## src/rtl/layer_priority_mux.sv

```systemverilog
// N-layer priority compositor with per-frame player collision reporting.
// Optional macro LAYER_MUX_HIT_THRESH_EN enables per-layer hit-count thresholding.
module layer_priority_mux #(
  parameter int unsigned        NUM_LAYERS    = 8,
  parameter int unsigned        COLOR_W       = 8,
  parameter logic [COLOR_W-1:0] MASK_VALUE    = 8'h62,
  parameter logic [COLOR_W-1:0] DEFAULT_COLOR = 8'h76,
  parameter int unsigned        PLAYER_LAYER  = 2,
  parameter int unsigned        HIT_THRESH    = 4
) (
  input  logic                              clk,
  input  logic                              reset,
  input  logic                              startOfFrame,
  input  logic [NUM_LAYERS*COLOR_W-1:0]     layer_colors,
  input  logic [NUM_LAYERS-1:0]             layer_en,
  output logic [COLOR_W-1:0]                RGB,
  output logic [$clog2(NUM_LAYERS+1)-1:0]   top_layer,
  output logic [NUM_LAYERS-1:0]             collisions,
  output logic                              collisions_valid
);

  localparam int unsigned TL_W = $clog2(NUM_LAYERS + 1);

  generate
    if (NUM_LAYERS < 2 || PLAYER_LAYER >= NUM_LAYERS || HIT_THRESH < 1) begin : g_bad_params
      $error("layer_priority_mux: illegal NUM_LAYERS/PLAYER_LAYER/HIT_THRESH combination");
    end
  endgenerate

  logic [NUM_LAYERS-1:0] opaque;
  logic [NUM_LAYERS-1:0] hit;
  logic [NUM_LAYERS-1:0] frame_hits;
  logic [COLOR_W-1:0]    win_color;
  logic [TL_W-1:0]       win_idx;

  always_comb begin
    opaque = '0;
    for (int unsigned i = 0; i < NUM_LAYERS; i++) begin
      opaque[i] = layer_en[i] && (layer_colors[i*COLOR_W +: COLOR_W] != MASK_VALUE);
    end
  end

  // Scan from lowest priority upward so the lowest-index opaque layer is written last.
  always_comb begin
    win_color = DEFAULT_COLOR;
    win_idx   = TL_W'(NUM_LAYERS);
    for (int unsigned i = NUM_LAYERS; i > 0; i--) begin
      if (opaque[i-1]) begin
        win_color = layer_colors[(i-1)*COLOR_W +: COLOR_W];
        win_idx   = TL_W'(i - 1);
      end
    end
  end

  always_comb begin
    hit = '0;
    for (int unsigned i = 0; i < NUM_LAYERS; i++) begin
      if (i != PLAYER_LAYER) begin
        hit[i] = opaque[PLAYER_LAYER] && opaque[i];
      end
    end
  end

  always_ff @(posedge clk) begin
    if (reset) begin
      RGB       <= '0;
      top_layer <= '0;
    end else begin
      RGB       <= win_color;
      top_layer <= win_idx;
    end
  end

`ifdef LAYER_MUX_HIT_THRESH_EN
  localparam int unsigned        CNT_W   = $clog2(HIT_THRESH + 1);
  localparam logic [CNT_W-1:0]   CNT_MAX = CNT_W'(HIT_THRESH);

  logic [NUM_LAYERS-1:0][CNT_W-1:0] cnt;

  // The startOfFrame pixel seeds the new frame's count rather than the old one.
  always_ff @(posedge clk) begin
    if (reset) begin
      cnt <= '0;
    end else begin
      for (int unsigned i = 0; i < NUM_LAYERS; i++) begin
        if (startOfFrame) begin
          cnt[i] <= CNT_W'(hit[i]);
        end else if (hit[i] && (cnt[i] != CNT_MAX)) begin
          cnt[i] <= cnt[i] + CNT_W'(1);
        end
      end
    end
  end

  always_comb begin
    frame_hits = '0;
    for (int unsigned i = 0; i < NUM_LAYERS; i++) begin
      frame_hits[i] = (cnt[i] == CNT_MAX);
    end
  end
`else
  logic [NUM_LAYERS-1:0] acc;

  always_ff @(posedge clk) begin
    if (reset) begin
      acc <= '0;
    end else if (startOfFrame) begin
      acc <= hit;
    end else begin
      acc <= acc | hit;
    end
  end

  assign frame_hits = acc;
`endif

  always_ff @(posedge clk) begin
    if (reset) begin
      collisions       <= '0;
      collisions_valid <= 1'b0;
    end else begin
      collisions_valid <= startOfFrame;
      if (startOfFrame) begin
        collisions <= frame_hits;
      end
    end
  end

endmodule

```

## config.mk

```make
export PLATFORM = sky130hd
export DESIGN_NAME = layer_priority_mux
export DESIGN_NICKNAME = d
export VERILOG_FILES = /design/src/rtl/layer_priority_mux.sv
export SDC_FILE = /design/constraint.sdc
export NUM_CORES = 1
export LEC_CHECK = 0
export BUFFER_PORTS_ARGS = -buffer_cell sky130_fd_sc_hd__buf_2
export CAP_MARGIN = 20
export CORE_MARGIN = 2
export CORE_UTILIZATION = 44
export CTS_BUF_LIST = sky130_fd_sc_hd__clkbuf_16
export CTS_CLUSTER_SIZE = 25
export DETAILED_ROUTE_END_ITERATION = 6
export PLACE_DENSITY_LB_ADDON = 0.1
export RECOVER_POWER = 25
export SLEW_MARGIN = 20
export SYNTH_ARGS = -nofsm -noshare
export SYNTH_HDL_FRONTEND = slang
export SYNTH_SLANG_ARGS = --single-unit
```

## constraint.sdc

```tcl
create_clock -name clk -period 2.7 [get_ports clk]
set_input_delay 0.27 -clock clk [delete_from_list [all_inputs] [get_ports clk]]
set_output_delay 0.27 -clock clk [all_outputs]
set_load 0.005 [all_outputs]
```

# Word-level counts from Yosys, hierarchy flattened
# Index checks and enable logic that the tools add are counted.
# totals
elab_cells,54
register_bits,29
in_bits,75
# op_classes
n_reduce_logical,20
bitwise,1
mux,16
eq_ne,8
# ops
operator,n
two-way mux 8 bit,9
"inequality test 8 x 7 -> 1 bit, second input constant",8
logical AND 1 bit,15
two-way mux 3 bit,3
OR 8 bit,1
OR reduction 8 bit,1
OR reduction 5 bit,1
two-way mux 2 bit,2
two-way mux 4 bit,1
OR reduction 2 bit,2
OR reduction 3 bit,1
two-way mux 1 bit,1

# Depth between registers and ports, before layout
# logic_depth
depth_word,10
mapped_depth,6
ltp_nobuf,5

# Least setup slack after synthesis
# No wires, ideal clock.
# synth_path
kind,input-to-reg
start,input layer_colors[16]
end,register RGB[4]
path_stages,6
path_slack_ns,0.648
arrival_ns,1.936
n_path_buf,1
setup_time_ns,0.116
required_time_ns,2.584
cell_sequence,or4b_1 > o21a_1 > buf_6 > or3_4 > a221o_1 > a41o_1
# synth_between
elab_chain_len,5
# synth_rtl
item,line,text
"start, declared",14,"input logic [NUM_LAYERS*COLOR_W-1:0] layer_colors,"
inequality test 8 x 7 -> 1 bit,39,opaque[i] = layer_en[i] && (layer_colors[i*COLOR_W +: COLOR_W] != MASK_VALUE);
logical AND 1 bit,39,
two-way mux 8 bit (3 in a row),48,if (opaque[i-1]) begin
"end signal, assigned",69,RGB <= win_color;
"end, declared",16,"output logic [COLOR_W-1:0] RGB,"
# Every way passes these cells.
# A chain may end at the register's enable or synchronous reset.

# Worst setup path in the final report
# layout_path
start,input layer_colors[8]
end,register RGB[6]
# layout_between
elab_chain_len,4
# layout_rtl
item,line
inequality test 8 x 7 -> 1 bit,39
logical AND 1 bit,39
two-way mux 8 bit (2 in a row),48
# Every way passes these cells.

==> results.sh <==
export IMPL_ys_flop_type="dfxtp_1"
export IMPL_cp_startpoint="layer_colors[8]"
export IMPL_synthesis_area_sq_um=1690
export IMPL_rrSetupSlack_ns=2.03
export IMPL_cts_hold_buf=0
export IMPL_cp_start_kind="input pin"
export IMPL_tightestPinTransition_ns=0.574
export IMPL_r2r_end="acc[3]$_SDFF_PP0_"
export IMPL_drcViolationCount=0
export IMPL_wl_per_cell_microns=15.7
export IMPL_met3_usage=0.0273
export IMPL_finalSetupTns_ns=0
export IMPL_critPathRequiredTime_ns=2.87
export IMPL_final_setup_skew_ns=0.00372
export IMPL_die_area_sq_um=4360
export IMPL_synth_top_area_cell="dfxtp_1"
export IMPL_hold_class="in2reg"
export IMPL_drtIter0Drc=145
export IMPL_synth_edff_count=0
export IMPL_crit_end="RGB[6]$_SDFF_PP0_"
export IMPL_cts_sinks=27
export IMPL_finish_utilization=0.626
export IMPL_grt_use_met2=0.458
export IMPL_antenna_left=0
export IMPL_io_pins=96
export IMPL_area_growth_pct=36.3
export IMPL_ys_warn_count=0
export IMPL_antenna_cells=0
export IMPL_io_buffers=94
export IMPL_synth_async_reset_ratio=0
export IMPL_die_h_microns=66.1
export IMPL_cts_buffers=3
export IMPL_powerDensity_nw_per_um2=435
export IMPL_total_power_mw=1.01
export IMPL_cts_setup_buffers=0
export IMPL_p_comb_frac=0.231
export IMPL_critPathArrivalTime_ns=2.10
export IMPL_syn_nets=279
export IMPL_synth_sequential_area_ratio=0.319
export IMPL_antenna_found_initial=0
export IMPL_globalplace_congestion=0.954
export IMPL_post_route_period_util=0.715
export IMPL_critical_path_slowest_cell="or4b_2"
export IMPL_num_nets_final=375
export IMPL_critPathMaxFanout=5
export IMPL_placementRows=22
export IMPL_hold_violations=0
export IMPL_clock_latency_ns=0.26
export IMPL_synth_avg_cell_area_sq_um=8.30
export IMPL_cts_tree="done"
export IMPL_drive_gt1_frac=0.371
export IMPL_overflow=0
export IMPL_worstPathCellList="buf_2 > or4b_2 > o21ai_0 > nand2_1 > o41ai_1"
export IMPL_hold_slack_ns=0.325
export IMPL_timing_slew_headroom=0.614
export IMPL_grt_use_met1=0.329
export IMPL_grt_usage=0.256
export IMPL_wl_microns=5470
export IMPL_synth_area_leaders="dfxtp_1, nor2_1, mux2i_1, a211oi_1, a311oi_1"
export IMPL_cp_num_buf_inv=1
export IMPL_critPathCaptureType="register"
export IMPL_outcome="finished clean"
export IMPL_switching_share=0.271
export IMPL_grt_pass1_vias=1853
export IMPL_worstSetupPathType="in2reg"
export IMPL_h_tree_depth=1
export IMPL_fin_cells=347
export IMPL_grt_pass1_wl_microns=8560
export IMPL_critPathTopFamily="simple AND/OR/NAND/NOR gates"
export IMPL_setup_viol=0
export IMPL_hpwlAfterDp_microns=4430
export IMPL_busiest_layer="met2"
export IMPL_yosysMostFrequentCell="dfxtp_1"
export IMPL_leakagePower_nw=1.09
export IMPL_root_buffer="clkbuf_16"
export IMPL_p_seq_frac=0.425
export IMPL_power_switching_mw=0.273
export IMPL_cell_internal_pwr_mw=0.733
export IMPL_dp_cells=343
export IMPL_die_x_microns=66.1
export IMPL_initial_core_util=0.459
export IMPL_synthCells=204
export IMPL_rsz0062_at_grt="false"
export IMPL_clkSlewWorstSetupHoldPaths_ns=0.07
export IMPL_clk_path_buf_depth=2
export IMPL_drv_cap=0
export IMPL_peakVddDrop_mv=0.256
export IMPL_netlist_top_cells_count="dfxtp_1, nor2_1, nand2_1"
export IMPL_period_minus_slack_ns=1.93
export IMPL_yosysTopAreaCellShare=0.319
export IMPL_cts_repair_resized=0
export IMPL_rr_startpoint="acc[3]$_SDFF_PP0_"
export IMPL_cp_depth=5
export IMPL_max_freq_mhz=518
export IMPL_clkPwrFrac=0.343
export IMPL_cpPeakStageDelay_ns=0.67
export IMPL_core_area_sq_um=3690
export IMPL_grt_max_degree=26
export IMPL_synth_seq_cells=27
export IMPL_vias=1985
export IMPL_firstDrtPassIters=4
export IMPL_vias_per_cell=5.72
export IMPL_worst_r2r_cell_count=2
export IMPL_drv_slew=0
export IMPL_synth_distinct_cells=52
[tightest hold or removal path, stage by stage]
cell and delay, ns:
buf_2 0.09, a21oi_1 0.06, o22ai_1 0.13
[power groups by stage]
| stage | combinational (mW) | clock (mW) | sequential [mW] |
|---|---|---|---|
| floorplan | 0.113 | 0 | 0.437 |
| global placement | 0.229 | 0 | 0.437 |
| detailed placement | 0.229 | 0 | 0.437 |
| CTS | 0.231 | 0.349 | 0.428 |
| global route | 0.254 | 0.363 | 0.430 |
| finish | 0.233 | 0.345 | 0.428 |
[layout by cell type, fill, tap and decap left out, types with 4 or more instances in the layout]
| cell type | instances |
|---|---|
| and3_1 | 6 |
| and2_1 | 5 |
| a211oi_1 | 8 |
| nor4bb_1 | 4 |
| nand2b_1 | 4 |
| mux2i_1 | 7 |
| buf_4 | 8 |
| nor2_1 | 22 |
| buf_2 | 92 |
| nor4_1 | 4 |
| nor2b_1 | 7 |
| dfxtp_1 | 27 |
| inv_1 | 8 |
| a22oi_1 | 5 |
| a311oi_1 | 6 |
| a21oi_1 | 8 |
| nand2_1 | 13 |
[sequential cells by signal (all words and copies together) (netlist names)]
name / cells
RGB: 8
acc: 7
collisions: 7
top_layer: 4
collisions_valid: 1
[per-layer routing]
metal	up-vias	wire length (microns)
li1	967	-
met1	912	2340
met2	100	2600
met3	6	459
met4	0	59
met5	-	0
[cell families (layout without fill, tap and decap cells)]
kind of cell	after synthesis	after routing	synth area share
AO/OA/AOI/OAI	63	63	0.284
other	1	1	0.00221
flip-flops	27	27	0.319
multiplexers	7	7	0.0414
AND/OR/NAND/NOR	87	87	0.303
buffers and inverters	19	114	0.0510
[how the worst min path moves through the flow]
stage | from | end | slack (ns) | cells past startpoint
floorplan | acc[6]$_SDFF_PP0_ | acc[6]$_SDFF_PP0_ | 0.46 | 2
global placement | collisions[1]$_SDFFE_PP0P_ | collisions[1]$_SDFFE_PP0P_ | 0.47 | 2
detailed placement | collisions[7]$_SDFFE_PP0P_ | collisions[7]$_SDFFE_PP0P_ | 0.48 | 2
CTS | layer_colors[7] | RGB[7]$_SDFF_PP0_ | 0.32 | 3
global route | layer_colors[7] | RGB[7]$_SDFF_PP0_ | 0.33 | 3
finish | layer_colors[7] | RGB[7]$_SDFF_PP0_ | 0.32 | 3
[through the flow]
stage               cell area (sq um)  setup slack [ns]
global placement                 2230             0.537
CTS                              2310             0.788
floorplan                        1690             0.648
global route                     2310             0.634
detailed placement               2230             0.502
finish                           2310             0.769
[layout make-up]
class	count	area (sq um)
fillers	372	1380
well taps	48	60.1
inverters	8	30.0
clock inverters	1	7.51
flip-flops and latches	27	541
repair buffers	102	528
clock buffers	3	75.1
multi-input cells	158	1070
No activity file was read; power rests on OpenSTA's default activity.
